**src/rtl/psum_accumulator.sv**
```systemverilog
// psum_accumulator
//   Output-side accumulation buffer for the PE mesh. Each accepted beat holds one
//   D-lane partial-sum vector. The beat either overwrites the addressed accumulator
//   entry (psumFirst) or adds into it with signed saturation. On the final pass
//   (psumLast) the result, with optional ReLU, is pushed into a small output FIFO.
//   A clear sweep zeroes one entry per cycle between layers.
//
// Ports
//   CLK, RST_N          : clock, asynchronous active-low reset
//   psumIn/psumAddr     : D x W signed lanes (lane i at [W*(i+1)-1 -: W]), target entry
//   psumFirst/psumLast  : overwrite instead of accumulate / emit result to FIFO
//   psumValid/psumReady : beat handshake
//   reluEn              : clamp negative emitted lanes to zero (stored value untouched)
//   clearReq            : pulse that starts the clear sweep
//   outData/outAddr     : FIFO head payload
//   outValid/outReady   : FIFO pop handshake
//   busy                : clear sweep in progress
//   satFlag             : sticky lane-saturation indicator
module psum_accumulator #(
  parameter int depth = 2,
  parameter int D     = (1 << depth),
  parameter int W     = 16,
  parameter int ADDR  = 4,
  parameter int FD    = 4
) (
  input  logic              CLK,
  input  logic              RST_N,
  input  logic [W*D-1:0]    psumIn,
  input  logic [ADDR-1:0]   psumAddr,
  input  logic              psumFirst,
  input  logic              psumLast,
  input  logic              psumValid,
  output logic              psumReady,
  input  logic              reluEn,
  input  logic              clearReq,
  output logic [W*D-1:0]    outData,
  output logic [ADDR-1:0]   outAddr,
  output logic              outValid,
  input  logic              outReady,
  output logic              busy,
  output logic              satFlag
);

  localparam int NENT = 1 << ADDR;
  localparam int PW   = (FD > 1) ? $clog2(FD) : 1;
  localparam logic [ADDR-1:0] LAST_ENT = {ADDR{1'b1}};
  localparam logic [PW:0]     FULL_CNT = (PW+1)'(FD);

  typedef enum logic {ST_RUN = 1'b0, ST_CLEAR = 1'b1} state_e;

  state_e            state_q;
  logic [ADDR-1:0]   cnt_q;
  logic              sat_q;
  logic [W*D-1:0]    acc_q       [NENT];
  logic [W*D-1:0]    fifo_data_q [FD];
  logic [ADDR-1:0]   fifo_addr_q [FD];
  logic [PW-1:0]     wr_ptr_q;
  logic [PW-1:0]     rd_ptr_q;
  logic [PW:0]       count_q;

  logic [W*D-1:0]    acc_rd_s;
  logic [W*D-1:0]    sum_d;
  logic [W*D-1:0]    emit_d;
  logic              sat_any_s;
  logic              accept_s;
  logic              push_s;
  logic              pop_s;

  // Signed add at W+1 bits. The MSB of the result flags saturation and the low W
  // bits hold the clamped sum. Overflow shows as bits W and W-1 disagreeing.
  function automatic logic [W:0] sat_add(input logic [W-1:0] a, input logic [W-1:0] b);
    logic [W:0] s;
    s = {a[W-1], a} + {b[W-1], b};
    if (s[W] != s[W-1]) begin
      if (s[W]) begin
        sat_add = {1'b1, 1'b1, {(W-1){1'b0}}};
      end else begin
        sat_add = {1'b1, 1'b0, {(W-1){1'b1}}};
      end
    end else begin
      sat_add = {1'b0, s[W-1:0]};
    end
  endfunction

  // Ready ignores outReady on purpose: a pop in this cycle only frees space for the next one.
  assign psumReady = (state_q == ST_RUN) && !clearReq && (count_q < FULL_CNT);
  assign accept_s  = psumValid && psumReady;
  assign push_s    = accept_s && psumLast;
  assign pop_s     = outValid && outReady;

  assign outData   = fifo_data_q[rd_ptr_q];
  assign outAddr   = fifo_addr_q[rd_ptr_q];
  assign outValid  = (count_q != '0);
  assign busy      = (state_q == ST_CLEAR);
  assign satFlag   = sat_q;

  // Per-lane next accumulator value and ReLU-masked emit value for the offered beat
  always_comb begin
    logic [W:0] lane_s;
    lane_s    = '0;
    acc_rd_s  = acc_q[psumAddr];
    sum_d     = '0;
    emit_d    = '0;
    sat_any_s = 1'b0;
    for (int i = 0; i < D; i++) begin
      lane_s = sat_add(acc_rd_s[W*i +: W], psumIn[W*i +: W]);
      if (psumFirst) begin
        sum_d[W*i +: W] = psumIn[W*i +: W];
      end else begin
        sum_d[W*i +: W] = lane_s[W-1:0];
        sat_any_s       = sat_any_s | lane_s[W];
      end
      if (reluEn && sum_d[W*i+W-1]) begin
        emit_d[W*i +: W] = '0;
      end else begin
        emit_d[W*i +: W] = sum_d[W*i +: W];
      end
    end
  end

  // Control FSM: RUN/CLEAR, sweep counter and sticky saturation flag
  always_ff @(posedge CLK or negedge RST_N) begin
    if (!RST_N) begin
      state_q <= ST_RUN;
      cnt_q   <= '0;
      sat_q   <= 1'b0;
    end else begin
      case (state_q)
        ST_RUN: begin
          if (clearReq) begin
            state_q <= ST_CLEAR;
            cnt_q   <= '0;
            sat_q   <= 1'b0;
          end else if (accept_s && sat_any_s) begin
            sat_q   <= 1'b1;
          end
        end
        ST_CLEAR: begin
          cnt_q <= cnt_q + ADDR'(1);
          if (cnt_q == LAST_ENT) begin
            state_q <= ST_RUN;
          end
        end
        default: begin
          state_q <= ST_RUN;
          cnt_q   <= '0;
        end
      endcase
    end
  end

  // Accumulator array: sweep zeroing in CLEAR, beat write-back in RUN (never both)
  always_ff @(posedge CLK or negedge RST_N) begin
    if (!RST_N) begin
      for (int i = 0; i < NENT; i++) begin
        acc_q[i] <= '0;
      end
    end else if (state_q == ST_CLEAR) begin
      acc_q[cnt_q] <= '0;
    end else if (accept_s) begin
      acc_q[psumAddr] <= sum_d;
    end
  end

  // Output FIFO: circular buffer with wrapping pointers and an occupancy count
  always_ff @(posedge CLK or negedge RST_N) begin
    if (!RST_N) begin
      for (int i = 0; i < FD; i++) begin
        fifo_data_q[i] <= '0;
        fifo_addr_q[i] <= '0;
      end
      wr_ptr_q <= '0;
      rd_ptr_q <= '0;
      count_q  <= '0;
    end else begin
      if (push_s) begin
        fifo_data_q[wr_ptr_q] <= emit_d;
        fifo_addr_q[wr_ptr_q] <= psumAddr;
        wr_ptr_q              <= wr_ptr_q + PW'(1);
      end
      if (pop_s) begin
        rd_ptr_q <= rd_ptr_q + PW'(1);
      end
      case ({push_s, pop_s})
        2'b10:   count_q <= count_q + (PW+1)'(1);
        2'b01:   count_q <= count_q - (PW+1)'(1);
        default: count_q <= count_q;
      endcase
    end
  end

endmodule

```
**config.mk**
```make
export PLATFORM = sky130hd
export DESIGN_NAME = psum_accumulator
export DESIGN_NICKNAME = d
export VERILOG_FILES = /design/src/rtl/psum_accumulator.sv
export SDC_FILE = /design/constraint.sdc
export NUM_CORES = 2
export LEC_CHECK = 0
export ABC_CLOCK_PERIOD_IN_PS = 7100
export BUFFER_PORTS_ARGS = -buffer_cell sky130_fd_sc_hd__buf_4
export CAP_MARGIN = 20
export CORE_AREA = 2 2 397 399
export DETAILED_ROUTE_END_ITERATION = 7
export DIE_AREA = 0 0 399 401
export PLACE_DENSITY = 0.6
export SLEW_MARGIN = 25
export SYNTH_ARGS = -nofsm -noshare
export SYNTH_HDL_FRONTEND = slang
export SYNTH_SLANG_ARGS = --single-unit
```
**constraint.sdc**
```tcl
create_clock -name CLK -period 7.1 [get_ports CLK]
set_input_delay 0.71 -clock CLK [delete_from_list [all_inputs] [get_ports CLK]]
set_output_delay 0.71 -clock CLK [all_outputs]
set_load 0.01 [all_outputs]
```
* Yosys cells after proc, flatten, opt, wreduce, memory -nomap -nowiden
Index checks and enable logic that the tools add are counted.
Cells by class: add/subtract/negate cells 9, multipliers 0, div/mod/pow operators 0, order comparisons 8, eq/ne operators 8, shift-type cells 0, multiplexer cells 50, bitwise operators 10, reduce and logical (&&, ||, !) cells 19
Operator list (count):
- two-way mux 1024 bit | 2
- AND 1024 bit | 1
- bitwise mux 1024 bit | 1
- NOT 1024 bit | 1
- demux 64 bit (select 4 bit) | 2
- two-way mux 64 bit | 7
- binary-select mux 64 bit (select 4 bit) | 1
- bitwise mux 256 bit | 1
- two-way mux 16 bit | 12
- binary-select mux 64 bit (select 2 bit) | 1
- demux 64 bit (select 2 bit) | 1
- adder 16 x 16 -> 17 bit | 4
- two-way mux 17 bit | 4
- bitwise mux 16 bit | 1
- two-way mux 4 bit | 4
- logical AND 1 bit | 13
- greater-or-equal comparator 5 bit, second input constant | 2
- less-than comparator 5 x 1 -> 1 bit, second input constant | 2
- NOT 4 -> 5 bit | 2
- binary-select mux 4 bit (select 2 bit) | 1
- demux 4 bit (select 2 bit) | 1
- two-way mux 1 bit | 8
- one-hot mux 4 bit (2 select lines) | 1
- greater-or-equal comparator 3 bit, second input constant | 2
- 20 further kinds | 29
Storage, ports and cells: register bits 1309, bits in latches 0, RAM bits 0, memory bits (read-only) 0, input bits 76, output and inout port bits 72, logic and storage cells 134, memories 0

* Logic depth before layout (Yosys ltp)
depth in word-level cells 17, mapped depth 23, depth with buffers taken out 18

* Worst setup path after synthesis
No wires, ideal clock.
path kind input to register, start point input port psumAddr[0], end point register acc_q[397] in the netlist's numbering, setup time 68 ps, data arrival time 6398 ps, required time 7032 ps, setup slack 634 ps, stages 19, buffers on the path 5, path through clkbuf_1 > clkbuf_1 > buf_1 > mux4_2 > mux4_2 > ha_1 > fa_1 > a21o_1 > a21oi_1 > o211ai_1 > a31oi_1 > a2bb2oi_1 > ha_1 > clkbuf_1 > or3_1 > a211o_1 > o221ai_1 > clkbuf_1 > a22o_1
Between the ends: cells in the longest elaborated chain, start to end 11, elaborated cells on any way between the ends 17, those cells by class add/sub: 1; order compare: 2; eq/ne: 1; mux: 11; bitwise: 1; reduce/logical: 1
RTL lines:
- from (decl) | line 29 | input logic [ADDR-1:0] psumAddr,
- NOT 4 -> 5 bit (not written as such) (*) | line 101, 161
- binary-select mux 64 bit (select 4 bit) | line 101 | acc_rd_s = acc_q[psumAddr];
- two-way mux 64 bit (not written as such) (2 in series) | line 101
- adder 16 x 16 -> 17 bit | line 73 | s = {a[W-1], a} + {b[W-1], b};
- two-way mux 16 bit or != test 1 bit (tied branches) | line 75, 74
- two-way mux 17 bit | line 74 | if (s[W] != s[W-1]) begin
- two-way mux 16 bit | line 107 | if (psumFirst) begin
- bitwise mux 1024 bit (*) | line 161 | acc_q[psumAddr] <= sum_d;
- two-way mux 1024 bit (*) | line 160 | end else if (accept_s) begin
- two-way mux 1024 bit (*) | line 158 | end else if (state_q == ST_CLEAR) begin
- to (signal, indexed assignment) | line 161
- to (decl) | line 54 | logic [W*D-1:0] acc_q [NENT];
Mark *: on every way between the ends. The rest lies on a longest branch, timed or not. The select of a mux whose other input is x is not followed. A chain may end at the register's enable or synchronous reset.

* Worst setup path after layout
start point input port psumAddr[0], end point register acc_q[901] in the netlist's numbering
Same word-level chain as after synthesis.

==> impl_metrics.tcl <==
set metrics [dict create \
    outcome "complete, no violations" \
    dr.pass1.iters 8 \
    cts_max_level 4 \
    slew_viol_final 0 \
    place.gp.congestion 0.956 \
    end_kind "flop" \
    yosys-top-cells-area "dfrtp_1, mux4_2, o21ai_0" \
    setup_slack_ns 1.22 \
    die-area_um2 160000 \
    post_drt_wl_per_cell_um 29.7 \
    antenna_found_initial 13 \
    dr.max_layer_used "met5" \
    vdd_drop_max_uv 264 \
    cpPeakStageDelay_ns 0.62 \
    drt-initial-drc-count 5241 \
    hold_viol 0 \
    ys_seq_area_share_pct 52.9 \
    dp.final_hpwl_um 135000 \
    routedLengthMet1_um 90200 \
    synth-seq-cells 1309 \
    port_buffers 147 \
    grt-ovfl-total 0 \
    cp_max_fo 48 \
    core_area_um2 156000 \
    wl_met3_um 24100 \
    clkTransAtPathRegs_ns 0.06 \
    fill_cells 14300 \
    clkLatencyLatePin_ns 0.81 \
    cts_buffers 139 \
    slew_headroom_pct 19.5 \
    hold_path_class "input pin to flop" \
    postCtsSetupRepairBufs 0 \
    cap_viol_max_count 0 \
    ys.flop_type "dfrtp_1" \
    dp_cells 7311 \
    tightest_slew_ns 1.19 \
    syn_area_um2 61900 \
    tns_ns 0 \
    pre_cts_ws_ns 0.484 \
    crit_required_ns 7.72 \
    period_minus_slack_ns 5.88 \
    hp-start "clearReq" \
    power_density_nw_per_um2 290 \
    critical_path_arrival_ns 6.50 \
    finalNonFillerCells 7564 \
    crit_start "psumAddr[0]" \
    routed_via_density 6.34 \
    startpoint_type "input pin" \
    die_w_um 399 \
    skew_ns 0.0355 \
    path_buf_inv 2 \
    drive_gt1_share_pct 19.1 \
    synth_area_leader_cell "dfrtp_1" \
    met2WireLength_um 100000 \
    grt_pass1_vias 47100 \
    synth_top_area_share_pct 52.9 \
    grt_util_all_layers_pct 28.0 \
    grt_setup_unrepaired "false" \
    tritoncts "yes" \
    std_cell_rows 145 \
    grt_pass1_wl_um 330000 \
    final_util_pct 45.3 \
    synth_edf_count 0 \
    synthDistinctLibCells 95 \
    path_delay_family "compound AO/OA/AOI/OAI gates" \
    r2r-start "acc_q[65]$_DFFE_PN0P_" \
    finalSetupViolCount 0 \
    synthesis.nets 5576 \
    grt_max_degree 164 \
    async_flop_share_pct 100 \
    area_growth_pct 13.8 \
    cts-hold-fix-buffers 1 \
    synth_cells 5420 \
    routed_wl_um 225000 \
    fmax_ghz 0.170 \
    dieHeight_um 401 \
    postSynthAreaPerCell_um2 11.4 \
    finalNetCount 5552 \
    synth.most_common_cell "dfrtp_1" \
    synth_warnings 0 \
    clock-root-buffer "clkbuf_16" \
    period_share_pct 82.8 \
    critPathKind "input pin to flop" \
    start_util_pct 39.8 \
    io_pins 148 \
    p_leak_nw 31.9 \
    synth_commonest_cells "dfrtp_1, nand2_1, o21ai_0, clkbuf_1" \
    ctsResizeCount 0 \
    num_vias 47900 \
    drc 0 \
    ant_nets 0 \
    cts.path.max_buffers 3 \
    critPathSlowestCell "nand2_1" \
    crit_chain "buf_8, mux4_2, mux4_2, ha_1, a21o_1, a21oi_1, o21ai_0, a22oi_1, a21oi_1, a21o_1, a21oi_1, xnor2_1, ha_1, and3_1, nor2_1, o21a_1, buf_4, o21ai_0, nand2_1, o21ai_0" \
    cts.sinks 1309 \
]
==> cells in the final DEF, fill, tap and decap left out, types with 22 or more instances in the layout <==
cell,synthesis,final
xor2_1,24,24
buf_4,5,301
o21a_1,22,22
a22o_1,388,388
clkbuf_16,0,141
a21oi_1,123,112
o211ai_1,23,23
nor3_1,29,27
nand2b_1,29,29
nor2_1,161,138
o21ai_0,763,757
o31ai_1,74,74
a31oi_1,27,27
clkbuf_1,420,33
mux4_2,388,388
a21o_1,53,53
ha_1,75,75
nand2_1,933,911
clkbuf_8,0,32
and3_1,39,39
xnor2_1,26,26
dfrtp_1,1309,1307
inv_1,48,48
nand3_1,116,116
==> stage by stage <==
step | power (mW) | instance area (um^2) | hold WS [ns]
finish | 20.4 | 70400 | 0.167
global route | 21.1 | 70400 | 0.156
CTS | 20.4 | 70400 | 0.134
detailed placement | 13.1 | 65800 | 0.460
global placement | 13.0 | 65700 | 0.453
floorplan | 11.0 | 61900 | 0.414
==> cell type report <==
class	count	area, um^2	share of cell area (%)
timing repair buffer	328	2810	3.99
tap	2058	2570	3.66
antenna	5	12.5	0.0178
clock inverter	40	477	0.677
sequential	1309	32800	46.5
multi-input combinational	3569	27500	39.1
clock buffer	206	4090	5.81
inverter	49	184	0.261
==> sequential cells by signal, summed over array words and instances (netlist names) <==
register / flops
fifo_data_q: 256
rd_ptr_q: 2
cnt_q: 4
satFlag: 1
fifo_addr_q: 16
wr_ptr_q: 2
count_q: 3
acc_q: 1024
busy: 1
==> final timing paths <==
path                       depth (start not counted)  slack (ns)                            to
setup / recovery                                  20        1.22        acc_q[901]$_DFFE_PN0P_
hold / removal                                     2        0.17          cnt_q[1]$_DFFE_PN0P_
setup reg to reg                                  19        1.38        acc_q[901]$_DFFE_PN0P_
hold reg to reg                                    2        0.47    fifo_addr_q[5]$_DFFE_PN0P_
max in group asynchronous                          4        4.89         acc_q[53]$_DFFE_PN0P_
min in group asynchronous                          2        0.51  fifo_data_q[199]$_DFFE_PN0P_
==> metal layers <==
| metal | up-vias | global-route usage [%] |
|---|---|---|
| met2 | 2713 | 41.8 |
| met3 | 547 | 6.90 |
| met4 | 18 | 12.0 |
| li1 | 19900 | - |
| met1 | 24800 | 38.9 |
| met5 | - | 0 |
==> worst reg2reg max path, cell delays in order (launching register included) <==
cell     delay (ns)
dfrtp_1        0.39
mux4_2         0.46
mux4_2         0.55
ha_1           0.31
a21o_1         0.16
a21oi_1        0.27
o21ai_0        0.21
a22oi_1        0.30
a21oi_1        0.16
a21o_1         0.20
a21oi_1        0.25
xnor2_1        0.16
ha_1           0.35
and3_1         0.22
nor2_1         0.12
o21a_1         0.19
buf_4          0.22
o21ai_0        0.19
nand2_1        0.62
o21ai_0        0.22
==> power by group <==
part           internal, mW  switching, mW  total, mW  leakage [nW]
combinational          1.48           3.02       4.50          11.4
sequential             8.13          0.444       8.57          18.2
clock                  4.20           3.17       7.37          2.24
==> logic make-up (layout without fill, tap and decap cells) <==
| kind of cell | count (synthesis) | in the layout | synth area share (%) |
|---|---|---|---|
| buffers and inverters | 542 | 623 | 3.39 |
| adders and majority gates | 93 | 93 | 1.89 |
| AOI/OAI and AO/OA | 1655 | 1655 | 17.6 |
| and+or+nand+nor | 1372 | 1372 | 9.21 |
| xor gates and xnor gates | 50 | 50 | 0.707 |
| DFF | 1309 | 1309 | 52.9 |
| muxes | 399 | 399 | 14.3 |
| other | 0 | 5 | 0 |
Power figures use the tool's default switching activity.
